===== src/rtl/master_cmd_order_tracker.sv =====
// rtl/master_cmd_order_tracker.sv - per-master read-order tag queue with per-slave sequence numbering
module master_cmd_order_tracker #(
    parameter int ADDR_WIDTH  = 32,
    parameter int MASTER_N    = 0,
    parameter int MASTER_ID_W = 2,
    parameter int SLAVE_N     = 4,
    parameter int SEQ_W       = 3,
    parameter int DEPTH_EXP   = 3,
    localparam int SW         = $clog2(SLAVE_N),
    localparam int TAG_W      = MASTER_ID_W + SW + SEQ_W
) (
    input  logic                  clk,
    input  logic                  rst,
    input  logic                  cmd_valid,
    input  logic                  cmd_ready,
    input  logic                  cmd_rd,
    input  logic [ADDR_WIDTH-1:0] cmd_addr,
    output logic                  tag_valid,
    output logic [TAG_W-1:0]      tag,
    input  logic                  tag_pop,
    output logic                  track_full,
    output logic [SLAVE_N-1:0]    slave_pending,
    output logic                  ovf_err
);

    localparam int DEPTH = 1 << DEPTH_EXP;
    localparam logic [MASTER_ID_W-1:0] MID = MASTER_ID_W'(MASTER_N);
    localparam logic [DEPTH_EXP:0] FULL_CNT = {1'b1, {DEPTH_EXP{1'b0}}};

    logic [TAG_W-1:0]     mem [DEPTH];
    logic [DEPTH_EXP-1:0] wr_ptr, rd_ptr, rd_nxt;
    logic [DEPTH_EXP:0]   fill, fill_nxt;
    logic [SEQ_W-1:0]     seq_cnt [SLAVE_N];
    logic [DEPTH_EXP:0]   pend_cnt [SLAVE_N];
    logic [DEPTH_EXP:0]   pend_nxt [SLAVE_N];
    logic [SW-1:0]        push_slave, head_slave;
    logic                 push_req, push_acc, pop, ovf_drop;
    logic [TAG_W-1:0]     new_tag, head_nxt;
    logic                 unused_addr;

    assign unused_addr = ^cmd_addr[ADDR_WIDTH-SW-1:0];
    assign push_slave  = cmd_addr[ADDR_WIDTH-1 -: SW];
    assign head_slave  = tag[SEQ_W +: SW];
    assign pop         = tag_valid && tag_pop;
    assign push_req    = cmd_valid && cmd_ready && cmd_rd;
    // A simultaneous pop frees the slot, so a full queue still accepts the push.
    assign push_acc    = push_req && (!track_full || pop);
    assign ovf_drop    = push_req && !push_acc;
    assign new_tag     = {MID, push_slave, seq_cnt[push_slave]};
    assign rd_nxt      = rd_ptr + DEPTH_EXP'(pop);

    always_comb begin
        fill_nxt = fill;
        if (push_acc && !pop)
            fill_nxt = fill + (DEPTH_EXP+1)'(1);
        else if (pop && !push_acc)
            fill_nxt = fill - (DEPTH_EXP+1)'(1);
    end

    // Bypass the new entry when it lands in the slot that becomes the head.
    always_comb begin
        head_nxt = mem[rd_nxt];
        if (push_acc && rd_nxt == wr_ptr)
            head_nxt = new_tag;
    end

    always_comb begin
        for (int s = 0; s < SLAVE_N; s++) begin
            pend_nxt[s] = pend_cnt[s];
            if (push_acc && push_slave == SW'(s) && !(pop && head_slave == SW'(s)))
                pend_nxt[s] = pend_cnt[s] + (DEPTH_EXP+1)'(1);
            else if (pop && head_slave == SW'(s) && !(push_acc && push_slave == SW'(s)))
                pend_nxt[s] = pend_cnt[s] - (DEPTH_EXP+1)'(1);
        end
    end

    always_ff @(posedge clk or posedge rst) begin
        if (rst) begin
            wr_ptr        <= '0;
            rd_ptr        <= '0;
            fill          <= '0;
            tag_valid     <= 1'b0;
            tag           <= '0;
            track_full    <= 1'b0;
            slave_pending <= '0;
            ovf_err       <= 1'b0;
            for (int i = 0; i < DEPTH; i++)
                mem[i] <= '0;
            for (int s = 0; s < SLAVE_N; s++) begin
                seq_cnt[s]  <= '0;
                pend_cnt[s] <= '0;
            end
        end else begin
            if (push_acc) begin
                mem[wr_ptr]         <= new_tag;
                wr_ptr              <= wr_ptr + DEPTH_EXP'(1);
                seq_cnt[push_slave] <= seq_cnt[push_slave] + SEQ_W'(1);
            end
            rd_ptr     <= rd_nxt;
            fill       <= fill_nxt;
            tag_valid  <= (fill_nxt != '0);
            if (fill_nxt != '0)
                tag <= head_nxt;
            track_full <= (fill_nxt == FULL_CNT);
            for (int s = 0; s < SLAVE_N; s++) begin
                pend_cnt[s]      <= pend_nxt[s];
                slave_pending[s] <= (pend_nxt[s] != '0);
            end
            if (ovf_drop)
                ovf_err <= 1'b1;
        end
    end

endmodule

===== config.mk =====
export PLATFORM = sky130hd
export DESIGN_NAME = master_cmd_order_tracker
export DESIGN_NICKNAME = d
export VERILOG_FILES = /design/src/rtl/master_cmd_order_tracker.sv
export SDC_FILE = /design/constraint.sdc
export NUM_CORES = 1
export LEC_CHECK = 0
export ABC_AREA = 1
export CORE_MARGIN = 2
export CORE_UTILIZATION = 35
export DETAILED_ROUTE_END_ITERATION = 12
export DONT_BUFFER_PORTS = 1
export GPL_TIMING_DRIVEN = 0
export PLACE_DENSITY = 0.57
export SKIP_CTS_REPAIR_TIMING = 1
export SYNTH_ARGS = -nofsm -noshare
export SYNTH_HDL_FRONTEND = slang
export SYNTH_SLANG_ARGS = --single-unit

===== constraint.sdc =====
create_clock -name clk -period 3.1 [get_ports clk]
set_input_delay 0.62 -clock clk [delete_from_list [all_inputs] [get_ports clk]]
set_output_delay 0.62 -clock clk [all_outputs]
set_load 0.03 [all_outputs]

==> Word-level counts from Yosys, hierarchy flattened <==
Cells that the tools add are included.
{ "totals": {"in_bits": 38, "wordCells": 121, "reg_bits": 108, "output_inout_bits": 14} }
{ "op_classes": {"magnitude_cmp": 5, "n_reduce_logical": 45, "n_bitwise": 3, "n_mux": 23, "n_addsub": 13, "eq_ne": 8} }
{ "op_table": {"columns": ["op", "count"], "rows": [
  ["bitwise mux 56 bit", 1],
  ["two-way mux 4 bit", 10],
  ["two-way mux 7 bit", 4],
  ["logical AND 1 bit", 26],
  ["binary-select mux 7 bit (select 3 bit)", 1],
  ["demux 7 bit (select 3 bit)", 1],
  ["adder 4 x 1 -> 4 bit (second input constant)", 5],
  ["nonzero test 4 bit", 5],
  ["subtractor 4 x 1 -> 4 bit (second input constant)", 5],
  ["bitwise mux 12 bit", 1],
  ["zero test 1 bit", 11],
  ["two-way mux 3 bit", 3],
  ["equality test 2 bit (second input constant)", 4],
  ["greater-or-equal comparator 4 bit (second input constant)", 2],
  ["inverter 3 -> 4 bit", 2],
  ["adder 3 x 1 -> 3 bit (second input constant)", 2],
  ["binary-select mux 3 bit (select 2 bit)", 1],
  ["demux 3 bit (select 2 bit)", 1],
  ["equality test 2 x 1 -> 1 bit (second input constant)", 2],
  ["equality test 4 bit (second input constant)", 1],
  ["zero test 2 bit", 2],
  ["less-than comparator 4 x 1 -> 1 bit (second input constant)", 1],
  ["adder 3 x 1 -> 3 bit", 1],
  ["equality test 3 bit", 1],
  ["4 further kinds", 4]
]} }

==> Longest topological paths before layout <==
Gate-level depths: netlist of run 1.
{ "depth": {"word_depth": 9, "ltp_mapped": 14, "depth_no_buf": 13} }

==> Worst setup path after synthesis of run 1 <==
No wires, ideal clock.
{ "synth_timing": {"path_type": "input -> register", "start": "input tag_pop", "end": "register tag[4]", "t_required_ps": 2982, "setup_slack_ps": 915, "cell_stages": 13, "n_path_buf": 1, "setup_ps": 118, "arrival_ps": 2068, "cell_sequence": "nand2_4 > inv_1 > ha_1 > ha_1 > inv_1 > clkbuf_1 > nand3_1 > nand3_1 > nand2_1 > nand2_1 > o21ai_0 > nand2_1 > nand2_1"} }
{ "synth_via": {"word_cells_on_any_way": 18, "classes_between": "add/sub (1); eq/ne (1); mux (6); bitwise (1); reduce/logical (9)"} }
{ "synth_rtl": {"columns": ["element", "line_no", "source"], "rows": [
  ["start, declared", "20", "input logic tag_pop,"],
  ["logical AND 1 bit *", "44", "assign pop = tag_valid && tag_pop;"],
  ["adder 3 x 1 -> 3 bit *", "50", "assign rd_nxt = rd_ptr + DEPTH_EXP'(pop);"],
  ["named net rd_nxt[1]", "31", "logic [DEPTH_EXP-1:0] wr_ptr, rd_ptr, rd_nxt;"],
  ["inverter 3 -> 4 bit (not written as such)", "62", "head_nxt = mem[rd_nxt];"],
  ["binary-select mux 7 bit (select 3 bit)", "62", null],
  ["two-way mux 7 bit (not written as such) (2 in a row)", "62", null],
  ["two-way mux 7 bit *", "63", "if (push_acc && rd_nxt == wr_ptr)"],
  ["end signal, assigned", "103", "tag <= head_nxt;"],
  ["end, declared", "19", "output logic [TAG_W-1:0] tag,"]
]} }
The timed path passes the listed nets; every way through them passes the cells marked *. The select of a mux whose other input is x is not followed.
A chain may end at the register's enable or synchronous reset.

==> Worst setup path after layout of run 1 <==
{ "layout_timing": {"start": "register tag_valid", "end": "register tag[3]"} }
{ "layout_via": {"word_cells_on_any_way": 18, "classes_between": "add/sub (1); eq/ne (1); mux (6); bitwise (1); reduce/logical (9)"} }
{ "layout_rtl": {"columns": ["element", "line_no", "source"], "rows": [
  ["start, declared", "18", "output logic tag_valid,"],
  ["start signal, assigned", "101", "tag_valid <= (fill_nxt != '0);"],
  ["logical AND 1 bit *", "44", null],
  ["adder 3 x 1 -> 3 bit *", "50", null],
  ["named net rd_nxt[1]", "31", null],
  ["inverter 3 -> 4 bit (not written as such)", "62", null],
  ["binary-select mux 7 bit (select 3 bit)", "62", null],
  ["two-way mux 7 bit (not written as such) (2 in a row)", "62", null],
  ["two-way mux 7 bit *", "63", null]
]} }
Marks and branches as above.

==> results of run 1 <==
-- registers in the layout, indices dropped and copies added (netlist names), 3 cells and up --
name           count
wr_ptr             3
fill               4
rd_ptr             3
slave_pending      4
pend_cnt          16
tag                5
seq_cnt           12
mem               40
-- cells by family after synthesis --
kind of cell	count (synthesis)
other cells	1
fa+ha+maj	14
simple gates	363
mux	2
flops	90
buf+inv	76
xor+xnor	22
compound gates	59
-- power by group --
group / switching (mW) / total, mW / internal, mW
Combinational: 1.57 / 2.42 / 0.851
Sequential: 0.474 / 2.13 / 1.66
Clock: 0.442 / 1.24 / 0.796
-- placed cells by master, fill, tap and decap left out, types with 2 or more instances in the layout --
cell type,Yosys,final
nand3_1,55,55
inv_1,57,56
o21bai_1,2,2
xor2_1,19,19
clkbuf_1,4,4
inv_2,9,9
mux2_2,2,2
nand4_1,3,3
bufinv_16,0,2
o21ai_1,5,5
nand2_4,3,3
a21oi_1,12,12
clkbuf_8,0,4
dfrtp_1,90,90
nor2_2,3,3
xnor2_1,2,2
clkbuf_16,0,9
nand3_2,2,2
nand2_1,227,227
nor3_2,3,3
buf_4,2,2
o211ai_1,2,2
o21ai_0,30,30
nor2_4,10,10
nand3_4,4,4
nor2_1,39,39
ha_1,14,14
nand2_2,7,7
nor3_1,2,2
a31oi_1,6,6
buf_2,3,3
nor2_8,2,2
conb_1,1,2
a22oi_2,2,2
-- layer usage --
metal  vias up  part of all wire (%)  track usage, %
li1       2014                     -               -
met1      1828                    48            21.1
met2        51                    47            24.2
met3        15                   3.3            4.06
met4         0                   2.0            5.26
met5         -                     0               0
-- critical path, delay by kind of cell, from the launching register on --
family	cells	cell delay (ns)
AOI/OAI and AO/OA	1	0.08
adders and majority gates	2	0.53
buffers and inverters	3	0.66
DFF	1	0.51
and+or+nand+nor	7	0.87
-- worst min path at each step --
stage | start | to | slack (ns)
floorplan | mem[30]$_DFFE_PP0P_ | mem[30]$_DFFE_PP0P_ | 0.44
global placement | mem[30]$_DFFE_PP0P_ | mem[30]$_DFFE_PP0P_ | 0.46
detailed placement | mem[30]$_DFFE_PP0P_ | mem[30]$_DFFE_PP0P_ | 0.46
CTS | rst | slave_pending[2]$_DFF_PP0_ | 0.27
global route | rst | mem[18]$_DFFE_PP0P_ | 0.30
finish | rst | slave_pending[2]$_DFF_PP0_ | 0.25
-- layout make-up --
cell class / count / share of cell area [%]
multi-input combinational: 462 / 43.6
sequential: 90 / 40.4
clock buffer: 13 / 5.03
inverter: 66 / 4.49
tap: 180 / 4.04
clock inverter: 3 / 1.23
buffer: 10 / 0.875
timing repair buffer: 1 / 0.359
-- per-stage QoR --
stage / cell area (sq um) / hold slack (ns) / utilization (%) / power, mW
CTS: 5580 / 0.267 / 40.2 / 5.84
detailed placement: 5230 / 0.460 / 37.7 / 4.57
floorplan: 4980 / 0.442 / - / 3.94
finish: 5580 / 0.246 / 40.2 / 5.79
global route: 5580 / 0.300 / 40.2 / 6.30
global placement: 5200 / 0.455 / 37.5 / 4.47
==> impl_metrics.csv, run 1 <==
group,metric,value,unit
synth,synth_top_family_by_area,"simple AND/OR/NAND/NOR gates",
worst_setup_path,regToRegEndpoint,"tag[3]$_DFFE_PP0P_",
worst_setup_path,slowest_stage,"dfrtp_1",
worst_setup_path,crit_path_end_kind,"register",
sta,rsz0062_at_grt,"false",
worst_setup_path,slowest_delay,0.51,ns
cts,htree_levels,3,
cts,clock_path_buffers,2,
sta,final_hold_viol_count,0,
route,drt-total-wl,10900,um
route,vias,3908,
placed_design,dp_hpwl,8020,um
cts,clock-sinks,90,
sta,slew_headroom,57.2,%
global_route,grtUsageTotal,15.6,%
sta,min_period,2.75,ns
worst_setup_path,startpoint_type,"register",
hold_path,hp-class,"in2async",
floorplan,ios,52,
sta,worstMarginPinSlew,0.639,ns
global_route,grt_max_degree,50,
finish,drive_gt1_share,11.2,%
synth,synthTopCellsByCount,"nand2_1 (227), dfrtp_1 (90), inv_1 (57), nand3_1 (55), nor2_1 (39)",
placed_design,placed_cells,809,
finish,multi_input_area,2430,sq um
worst_setup_path,required,3.33,ns
floorplan,start_util,35.8,%
global_route,grt-ovfl-total,0,
synth,postSynthAreaPerCell,7.93,sq um
synth,async_reset_ff_share,100,%
synth,yosysMostFrequentCell,"nand2_1",
synth,yosysTopAreaCell,"dfrtp_1",
cts,clk_pin_slew,0.06,ns
synth,synth_mux_area_share,0.453,%
sta,fmaxAchievable,363,MHz
power,p_leak,2.80,nW
synth,seq_area_frac_synth,45.3,%
worst_setup_path,critPathLaunch,"tag_valid$_DFF_PP0_",
route,first_pass_iters,5,
cts,cts-buffers-inserted,9,
finish,nFillCells,1389,
flow_run,maxCapViolations,0,
worst_setup_path,rr_startpoint,"tag_valid$_DFF_PP0_",
worst_setup_path,path_max_fanout,10,
floorplan,fp-row-count,43,
floorplan,fp.dieW,123,um
route,drt_iter0_markers,261,
floorplan,die_h,123,um
synth,yosys.area.top_type_share,45.3,%
synth,ys.flop_type,"dfrtp_1",
worst_setup_path,crit_chain,"nand2_4 > inv_1 > ha_1 > ha_1 > inv_1 > clkbuf_1 > nand3_1 > nand3_1 > nand2_1 > nand2_1 > o21ai_0 > nand2_1 > nand2_1",
worst_setup_path,reg2regPathDepth,13,
finish,seq_area,2250,sq um
synth,synth_compound_area_share,6.59,%
sta,fin_crit_sh,88.8,%
route,drc_errors,0,
route,wl_per_cell,13.2,um
power,p_per_area,1040,nW/um^2
synth,synthCells,627,
synth,yosys-top-cells-area,"dfrtp_1 (45%), nand2_1 (17%), nand3_1 (5.5%)",
worst_setup_path,crit_type,"reg2reg",
sta,finalSetupViolCount,0,
finish,areaGrowthSynthToFinish,12.1,%
sta,finClkSkew,0.00757,ns
route,vias_per_cell,4.74,
power,peakVddDrop,0.519,mV
global_route,grt_pass1_wl,18500,um
global_route,grt_pass1_vias,3785,
route,antenna_left,0,
placed_design,routabilityCongestion,0.910,
placed_design,port_buffers,0,
sta,setup_tns,0,ns
synth,synth-xor-area-share,4.02,%
worst_setup_path,rrSetupSlack,0.35,ns
outcome,status,"complete, no violations",
global_route,antenna_found_initial,0,
synth,yosysWarnings,0,
cts,clk_latency,0.34,ns
synth,yosys.area_share.simple,34.1,%
synth,synth-seq-cells,90,
placed_design,place_ws,0.375,ns
synth,synth_adder_area_share,3.52,%
worst_setup_path,arrival,2.98,ns
cts,cts_tree,"built",
floorplan,core_area,13900,sq um
synth,ys_types,36,
floorplan,die-area,15200,sq um
cts,cts-root-buf,"clkbuf_16",
worst_setup_path,cpMostUsedCell,"nand2_1",
worst_setup_path,endpoint,"tag[3]$_DFFE_PP0P_",
synth,synth_edf_count,0,
finish,final_cells,825,
finish,nets,692,
sta,layout_setup_ws,0.347,ns
synth,netlist_area,4970,sq um
finish,antennaDiodeCount,0,
sta,finalMaxSlewViolations,0,
(Power assumes the default switching activity.)
==> inputs of run 2 (changes only) <==
--- a/config.mk
+++ b/config.mk
@@ -11,7 +11,6 @@
 export DETAILED_ROUTE_END_ITERATION = 12
 export DONT_BUFFER_PORTS = 1
 export GPL_TIMING_DRIVEN = 0
-export PLACE_DENSITY = 0.57
 export SKIP_CTS_REPAIR_TIMING = 1
 export SYNTH_ARGS = -nofsm -noshare
 export SYNTH_HDL_FRONTEND = slang
==> run 2 against run 1 <==
Compared with the run above: die area stayed put; routed wire length increased by 1.3%; critical path depth unchanged; power about the same; design area fell by 0.11%; worst hold slack worse by 0.089 ns; combinational power barely moved; setup slack gained 0.11 ns; sequential share of layout area is essentially flat; maximum frequency rose by 4.1%.
==> impl_metrics.csv, run 2 (synthesis results as in run 1) <==
group,metric,value,unit
finish,fin_util,40.1,%
finish,nets,692,
worst_setup_path,crit_type,"reg2reg",
cts,htree_levels,3,
worst_setup_path,critPathLaunch,"tag_valid$_DFF_PP0_",
worst_setup_path,slowest_stage,"dfrtp_1",
worst_setup_path,cpMostUsedCell,"nand2_1",
worst_setup_path,startpoint_type,"register",
power,p_per_area,1040,nW/um^2
worst_setup_path,path_max_fanout,10,
worst_setup_path,arrival,2.88,ns
power,p_leak,2.79,nW
finish,final_cell_mix,"nand2_1 (227), dfrtp_1 (90), inv_1 (56), nand3_1 (55), nor2_1 (39)",
finish,antennaDiodeCount,0,
worst_setup_path,rr_startpoint,"tag_valid$_DFF_PP0_",
sta,rsz0062_at_grt,"false",
power,peakVddDrop,0.378,mV
finish,areaGrowthSynthToFinish,11.9,%
route,vias,3983,
cts,cts-root-buf,"clkbuf_16",
placed_design,place_ws,0.460,ns
route,drt-total-wl,11000,um
cts,clk_latency,0.34,ns
floorplan,core_area,13900,sq um
cts,clock_path_buffers,2,
power,power,5.79,mW
cts,cts_tree,"built",
floorplan,start_util,35.8,%
worst_setup_path,crit_chain,"nand2_4 > inv_1 > ha_1 > ha_1 > inv_1 > clkbuf_1 > nand3_1 > nand3_1 > nand2_1 > nand2_1 > o21ai_0 > nand2_1 > nand2_1",
route,antenna_left,0,
global_route,grt_pass1_vias,3835,
worst_setup_path,crit_path_end_kind,"register",
finish,mostFrequentLayoutCell,"nand2_1",
global_route,antenna_found_initial,0,
flow_run,maxCapViolations,0,
sta,fin_crit_sh,85.4,%
placed_design,port_buffers,0,
worst_setup_path,cp_num_buf_inv,3,
route,wl_per_cell,13.4,um
sta,finalMaxSlewViolations,0,
worst_setup_path,rrSetupSlack,0.45,ns
finish,top_regs,"mem (40), pend_cnt (16), seq_cnt (12)",
hold_path,hp-class,"in2async",
sta,finClkSkew,0.00603,ns
floorplan,die_h,123,um
floorplan,fp.dieW,123,um
finish,top_register,"mem",
global_route,grt-ovfl-total,0,
sta,setup_tns,0,ns
worst_setup_path,regToRegEndpoint,"tag[4]$_DFFE_PP0P_",
worst_setup_path,required,3.33,ns
worst_setup_path,reg2regPathDepth,13,
placed_design,dp_hpwl,7970,um
sta,slew_headroom,59.4,%
route,drc_errors,0,
floorplan,die-area,15200,sq um
finish,largest_reg_flops,40,
global_route,grtUsageTotal,15.7,%
worst_setup_path,slowest_delay,0.51,ns
floorplan,fp-row-count,43,
cts,cts-buffers-inserted,9,
floorplan,ios,52,
sta,fmaxAchievable,378,MHz
finish,drive_gt1_share,10.9,%
sta,finalSetupViolCount,0,
sta,final_hold_viol_count,0,
global_route,grt_pass1_wl,18600,um
cts,clock-sinks,90,
sta,worstMarginPinSlew,0.605,ns
global_route,grt_max_degree,60,
outcome,status,"complete, no violations",
placed_design,placed_cells,809,
sta,layout_setup_ws,0.454,ns
route,first_pass_iters,6,
route,drt_iter0_markers,273,
placed_design,routabilityCongestion,0.801,
worst_setup_path,critPathTopFamily,"simple AND/OR/NAND/NOR gates",
cts,clk_pin_slew,0.07,ns
route,vias_per_cell,4.83,
sta,min_period,2.65,ns
finish,final_cells,825,
-- run 2: worst max path at each step --
stage | slack, ns | to | depth (start not counted)
finish | 0.45 | tag[4]$_DFFE_PP0P_ | 13
global route | 0.23 | tag[2]$_DFFE_PP0P_ | 13
CTS | 0.47 | tag[4]$_DFFE_PP0P_ | 13
detailed placement | 0.46 | tag[4]$_DFFE_PP0P_ | 13
global placement | -0.89 | fill[3]$_DFF_PP0_ | 1
floorplan | 0.14 | fill[0]$_DFF_PP0_ | 1
-- run 2: layout make-up --
class                   instances  area (sq um)
repair buffers                  1          27.5
inverters                      66           250
flip-flops and latches         90          2250
clock buffers                  11           233
fillers                      1419          8310
plain buffers                  10          48.8
multi-input cells             462          2430
clock inverters                 5           103
well taps                     180           225
-- run 2: report_power, final --
| group | switching, mW | internal, mW |
|---|---|---|
| clock network | 0.463 | 0.788 |
| logic | 1.55 | 0.852 |
| registers | 0.480 | 1.66 |
-- run 2: layer usage --
layer / wire length, um / vias to the layer above / global-route usage [%]
met5: 0 / - / 0
met4: 261 / 0 / 7.60
met3: 397 / 20 / 2.77
met2: 5140 / 76 / 24.1
met1: 5240 / 1884 / 21.5
li1: - / 2003 / -
-- run 2: per-stage QoR --
stage / area, sq um / hold WS [ns]
after floorplan: 4980 / 0.442
after global placement: 5200 / 0.456
after detailed placement: 5230 / 0.458
after CTS: 5570 / 0.167
after global routing: 5570 / 0.180
final: 5570 / 0.157
